==> src/rtl/a25_flush_sequencer_if.sv <==
// a25_flush_sequencer_if: CP15 flush/enable inputs and tag RAM write port
// master drives the requests, slave is the sequencer
interface a25_flush_sequencer_if #(
  parameter int LINE_W = 8,
  parameter int WAYS   = 4,
  parameter int CNT_W  = 16
);
  logic              i_cache_flush;
  logic              i_cache_enable;
  logic              i_tag_busy;
  logic [WAYS-1:0]   o_tag_wen;
  logic [LINE_W-1:0] o_tag_addr;
  logic              o_flush_busy;
  logic              o_flush_done;
  logic [CNT_W-1:0]  o_flush_count;

  modport master (
    output i_cache_flush,
    output i_cache_enable,
    output i_tag_busy,
    input  o_tag_wen,
    input  o_tag_addr,
    input  o_flush_busy,
    input  o_flush_done,
    input  o_flush_count
  );

  modport slave (
    input  i_cache_flush,
    input  i_cache_enable,
    input  i_tag_busy,
    output o_tag_wen,
    output o_tag_addr,
    output o_flush_busy,
    output o_flush_done,
    output o_flush_count
  );
endinterface

==> src/rtl/a25_flush_sequencer.sv <==
// a25_flush_sequencer: walks every tag line writing invalid to all ways,
// stalling the core, on CP15 flush or cache-enable falling edge
module a25_flush_sequencer #(
  parameter int LINES  = 256,
  parameter int LINE_W = 8,
  parameter int WAYS   = 4,
  parameter int CNT_W  = 16
) (
  input  logic i_clk,
  input  logic i_reset,
  a25_flush_sequencer_if.slave bus
);
  localparam logic [1:0] IDLE  = 2'd0;
  localparam logic [1:0] FLUSH = 2'd1;
  localparam logic [1:0] DONE  = 2'd2;

  localparam logic [LINE_W-1:0] LAST = LINE_W'(LINES - 1);

  logic [1:0]        state_q, state_d;
  logic [LINE_W-1:0] addr_q, addr_d;
  logic              pend_q, pend_d;
  logic              en_q;
  logic [CNT_W-1:0]  cnt_q, cnt_d;
  logic              trig;

  assign trig = bus.i_cache_flush |
                (en_q & ~bus.i_cache_enable);

  always_comb begin
    state_d = state_q;
    addr_d  = addr_q;
    pend_d  = pend_q;
    cnt_d   = cnt_q;
    unique case (1'b1)
      (state_q == FLUSH): begin
        if (trig) pend_d = 1'b1;
        if (!bus.i_tag_busy) begin
          if (addr_q == LAST) state_d = DONE;
          else addr_d = addr_q + LINE_W'(1);
        end
      end
      (state_q == DONE): begin
        if (cnt_q != '1) cnt_d = cnt_q + CNT_W'(1);
        addr_d = '0;
        pend_d = 1'b0;
        // back-to-back pass: no IDLE gap
        state_d = (pend_q | trig) ? FLUSH : IDLE;
      end
      default: begin
        state_d = IDLE;
        addr_d  = '0;
        if (trig) state_d = FLUSH;
      end
    endcase
  end

  always_ff @(posedge i_clk or posedge i_reset) begin
    if (i_reset) begin
      state_q <= IDLE;
      addr_q  <= '0;
      pend_q  <= 1'b0;
      en_q    <= 1'b0;
      cnt_q   <= '0;
    end else begin
      state_q <= state_d;
      addr_q  <= addr_d;
      pend_q  <= pend_d;
      en_q    <= bus.i_cache_enable;
      cnt_q   <= cnt_d;
    end
  end

  assign bus.o_tag_wen = (state_q == FLUSH) ?
                         {WAYS{~bus.i_tag_busy}} : '0;
  assign bus.o_tag_addr    = addr_q;
  assign bus.o_flush_busy  = (state_q != IDLE);
  assign bus.o_flush_done  = (state_q == DONE);
  assign bus.o_flush_count = cnt_q;
endmodule

==> src/flat_wrapper.sv <==
// flat-port wrapper written by rule: the top's interface ports become plain ports
module a25_flush_sequencer_flat 
#(
  parameter int LINES  = 256,
  parameter int LINE_W = 8,
  parameter int WAYS   = 4,
  parameter int CNT_W  = 16
)
  (i_clk, i_reset, bus_i_cache_flush, bus_i_cache_enable, bus_i_tag_busy, bus_o_tag_wen, bus_o_tag_addr, bus_o_flush_busy, bus_o_flush_done, bus_o_flush_count);
  a25_flush_sequencer_if #(.LINE_W(LINE_W), .WAYS(WAYS), .CNT_W(CNT_W)) bus_i ();
  input  logic i_clk;
  input  logic i_reset;
  input wire logic [$bits(bus_i.i_cache_flush)-1:0] bus_i_cache_flush;
  input wire logic [$bits(bus_i.i_cache_enable)-1:0] bus_i_cache_enable;
  input wire logic [$bits(bus_i.i_tag_busy)-1:0] bus_i_tag_busy;
  output wire logic [$bits(bus_i.o_tag_wen)-1:0] bus_o_tag_wen;
  output wire logic [$bits(bus_i.o_tag_addr)-1:0] bus_o_tag_addr;
  output wire logic [$bits(bus_i.o_flush_busy)-1:0] bus_o_flush_busy;
  output wire logic [$bits(bus_i.o_flush_done)-1:0] bus_o_flush_done;
  output wire logic [$bits(bus_i.o_flush_count)-1:0] bus_o_flush_count;
  assign bus_i.i_cache_flush = bus_i_cache_flush;
  assign bus_i.i_cache_enable = bus_i_cache_enable;
  assign bus_i.i_tag_busy = bus_i_tag_busy;
  assign bus_o_tag_wen = bus_i.o_tag_wen;
  assign bus_o_tag_addr = bus_i.o_tag_addr;
  assign bus_o_flush_busy = bus_i.o_flush_busy;
  assign bus_o_flush_done = bus_i.o_flush_done;
  assign bus_o_flush_count = bus_i.o_flush_count;
  a25_flush_sequencer #(.LINES(LINES), .LINE_W(LINE_W), .WAYS(WAYS), .CNT_W(CNT_W)) u_core (.i_clk(i_clk), .i_reset(i_reset), .bus(bus_i));
endmodule
==> config.mk <==
export PLATFORM = sky130hd
export DESIGN_NAME = a25_flush_sequencer_flat
export DESIGN_NICKNAME = d
export VERILOG_FILES = /design/src/rtl/a25_flush_sequencer_if.sv /design/src/rtl/a25_flush_sequencer.sv /design/src/flat_wrapper.sv
export SDC_FILE = /design/constraint.sdc
export NUM_CORES = 1
export LEC_CHECK = 0
export CAP_MARGIN = 10
export CORE_MARGIN = 3
export CORE_UTILIZATION = 49
export CTS_CLUSTER_DIAMETER = 80
export DETAILED_ROUTE_END_ITERATION = 8
export GPL_TIMING_DRIVEN = 0
export PLACE_DENSITY_LB_ADDON = 0.2
export SLEW_MARGIN = 20
export SYNTH_ARGS = -nofsm -noshare
export SYNTH_HDL_FRONTEND = slang
export SYNTH_SLANG_ARGS = --single-unit
==> constraint.sdc <==
create_clock -name i_clk -period 2.1 [get_ports i_clk]
set_input_delay 0.315 -clock i_clk [delete_from_list [all_inputs] [get_ports i_clk]]
set_output_delay 0.315 -clock i_clk [all_outputs]
set_load 0.02 [all_outputs]
==> reports/metrics.csv <==
stage,metric,value,unit
timing,final hold vios,0,
placed_design,routability congestion estimate,0.842,
global_routing,initial antenna violation count,0,
worst_setup_path,CP endpoint kind,output port,
die,Die ar.,0.00368,mm²
yosys,"Seq/Total Area, Yosys",47.9,%
worst_setup_path,critical path's top delay family,buffers and inverters,
worst_setup_path,WP buf/inv,3,
final_layout,layout cells sized above 1,11.1,%
clock_network,H-tree depth,1,
timing,final setup vio count,0,
detailed_routing,Routed Antenna Nets,0,
worst_setup_path,CP Cell Sequence,inv_1 > ha_1 > inv_1 > clkdlybuf4s50_1,
detailed_routing,first-pass iteration count of the detailed router,4,
worst_setup_path,crit start category,register,
yosys,"count leader, synth",dfrtp_1,
yosys,"FF+latch count, synth",28,
clock_network,hold bufs inserted after CTS,0,
clock_network,cts bufs inserted,3,
detailed_routing,Routed WL,3070,µm
worst_setup_path,critical path type,register to output port,
timing,Slew Limit Headroom,61.4,%
die,Core Area,0.00281,mm²
worst_setup_path,r2r setup slk,210,ps
clock_network,clock tree buffer depth,2,
yosys,Mean Syn Cell Area,10.2,µm²
final_layout,area grow syn2layout,28.7,%
die,die span in x,60.6,µm
detailed_routing,WL met3,99,µm
timing,Worst-Margin Slew,578,ps
detailed_routing,Vias/cell,5.75,
timing,Max Freq,505,MHz
detailed_routing,routed length on met1,1340,µm
placed_design,detailed placement HPWL,2240,µm
global_routing,GR Overflow Total,0,
clock_network,clk_lat worst skew,320,ps
global_routing,total track usage,18.0,%
final_layout,Layout Nets,192,
global_routing,largest net degree at the start of global routing,29,
clock_network,CTS tree,built,
power,Comb power frac,33.8,%
clock_network,Worst-path clk slew,130,ps
die,DIE HEIGHT,60.6,µm
timing,Final Cycle Share,94.3,%
power,total power,1.36,mW
worst_setup_path,CP peak stage delay,590,ps
power,internal power,0.902,mW
yosys,"Distinct cells, synth",38,
worst_setup_path,Crit Reg-Reg Startpoint,u_core.state_q[0]$_DFFE_PP0P_,
yosys,yosys warns,0,
worst_setup_path,Critical-path top delay cell,clkdlybuf4s50_1,
final_layout,Non-Filler Instances,211,
worst_setup_path,largest fanout on the critical path,3,
worst_setup_path,worst r2r path cells,6,
die,Initial Util,52.1,%
min_path,worst min path class,input port to asynchronous set/reset pin,
yosys,post-synth top area share,47.9,%
clock_network,clock tree sinks,28,
power,peak supply drop,0.343,mV
detailed_routing,uppermost layer routed,met4,
detailed_routing,WL/cell,14.5,µm
worst_setup_path,critical path's most frequent cell,inv_1,
power,Power Dens Cells,724,mW/mm²
yosys,"EDFF count, synth",0,
yosys,largest area contributor in the netlist,dfrtp_1,
power,leak pwr,0.861,nW
yosys,Syn Nets,153,
worst_setup_path,Critical Path AT,1670,ps
final_layout,n_diodes,0,
yosys,Syn Inst Count,143,
run,max cap viols,0,
status,status,"complete, no violations",
global_routing,vias in the first global route,1185,
yosys,mapped cell area,0.00146,mm²
timing,RSZ-0062 raised after global routing,no,
clock_network,Root Driver,clkbuf_4,
yosys,top post-synthesis cells by area,"dfrtp_1 48%, ha_1 4.3%, a21oi_1 3.4%",
global_routing,global-route wire length before repair,5070,µm
die,# IOs,35,
timing,Pins Over Slew Limit,0,
power,Flop pwr share,50.3,%
yosys,synth cell count leaders,"28 x dfrtp_1, 12 x nor2_1, 10 x a21oi_1",
placed_design,Port Buf Inserts,34,
worst_setup_path,required time worst endpoint,1780,ps
detailed_routing,DR vias,1214,
power,NetSw,0.460,mW
detailed_routing,DR DRC count,0,
detailed_routing,DR WL met2,1580,µm
placed_design,Placed Area,0.00184,mm²
detailed_routing,drt first-iter violations,48,
timing,final hold slack,361,ps
placed_design,Cells after DPL,208,
worst_setup_path,r2r endpoint,u_core.bus.o_flush_count[15]$_DFFE_PP0P_,
final_layout,Finished Core Util,67.1,%
die,Rows,19,
final_layout,Finished Cell Area,0.00188,mm²
timing,skew final,7.47,ps
yosys,Main synth FF type,dfrtp_1,
yosys,share of synthesized flip-flops with an asynchronous set or reset,100,%
timing,minimum clock period,1980,ps
power,part of the power in the clock network,15.9,%
power,Sw Ratio,33.8,%
registers in the layout, indices dropped and copies added, names as in the netlist:
register,flops
u_core.state_q,2
u_core.en_q,1
u_core.bus.o_flush_count,16
u_core.pend_q,1
u_core.bus.o_tag_addr,8
layout by cell type, fill, tap and decap left out, drive strengths merged:
cell,instances
a211oi,1
a21oi,10
a22o,1
a311oi,1
a31oi,3
a41oi,1
and2,1
and3,5
and4,5
and4bb,1
buf,4
clkbuf,4
clkdlybuf4s15,2
clkdlybuf4s50,29
dfrtp,28
dlygate4sd2,2
ha,5
inv,8
mux2,2
mux2i,4
nand2,9
nand3,6
nand3b,1
nand4,4
nand4b,1
nor2,12
nor2b,4
nor3,5
nor3b,1
o211a,1
o211ai,1
o21a,3
o21ai,3
o2bb2ai,1
or4,1
xnor2,5
xor2,5
cell families (layout without fill, tap and decap cells):
logic type      Yosys count  in the layout  synth area share, %
compound gates           26             26                 11.4
mux                       6              6                 4.53
xor+xnor                 10             10                 5.99
fa+ha+maj                 5              5                 4.28
buf+inv                  12             49                 3.85
simple gates             56             56                 22.1
flops                    28             28                 47.9
power by group through the flow:
stage,clock network [mW],logic [mW],registers (mW)
6_report,0.216,0.461,0.686
2_1_floorplan,0,0.197,0.756
3_3_place_gp,0,0.450,0.687
3_5_place_dp,0,0.462,0.694
5_1_grt,0.246,0.503,0.698
4_1_cts,0.222,0.462,0.684
metal layers:
| layer | vias to the layer above | GRT usage (%) |
|---|---|---|
| met2 | 27 | 32.8 |
| li1 | 590 | - |
| met3 | 6 | 2.55 |
| met1 | 591 | 21.1 |
| met5 | - | 0 |
| met4 | 0 | 7.12 |
worst reg2reg max path, delay by kind of cell, from the launching register on:
family / cells / cell delay, ps
and+or+nand+nor: 3 / 810
DFF: 1 / 440
adders and majority gates: 1 / 300
xor gates and xnor gates: 1 / 160
buffers and inverters: 1 / 110
stage by stage:
| step | setup TNS, ps | setup slack (ps) |
|---|---|---|
| after floorplan | 0 | 243 |
| after global placement | -172 | -57.7 |
| after detailed placement | -533 | -158 |
| after CTS | 0 | 24.6 |
| after global routing | 0 | 4.16 |
| final | 0 | 120 |
how the worst max path moves through the flow:
| stage | start | end | slack (ps) | depth (start not counted) |
|---|---|---|---|---|
| global placement | u_core.state_q[1]$_DFFE_PP0P_ | bus_o_tag_wen[3] | -60 | 6 |
| floorplan | u_core.bus.o_flush_count[0]$_DFFE_PP0P_ | u_core.bus.o_flush_count[1]$_DFFE_PP0P_ | 240 | 5 |
| global route | u_core.state_q[0]$_DFFE_PP0P_ | bus_o_flush_busy | 4 | 4 |
| CTS | u_core.state_q[1]$_DFFE_PP0P_ | bus_o_tag_wen[1] | 20 | 6 |
| detailed placement | u_core.state_q[1]$_DFFE_PP0P_ | bus_o_tag_wen[2] | -160 | 6 |
| finish | u_core.state_q[0]$_DFFE_PP0P_ | bus_o_flush_busy | 120 | 4 |
repair_timing:
action,4_1_cts,5_1_grt
buffers inserted,0,0
setup endpoints to repair,5,3
pin swaps,0,0
gates resized for setup,13,2
cell type report:
type                    instances  area [µm²]
plain buffers                   4        26.3
clock buffers                   3        22.5
fillers                       236         923
inverters                       8        30.0
multi-input cells             103         726
flip-flops and latches         28         701
well taps                      31        38.8
repair buffers                 34         338
(Power assumes the default switching activity.)
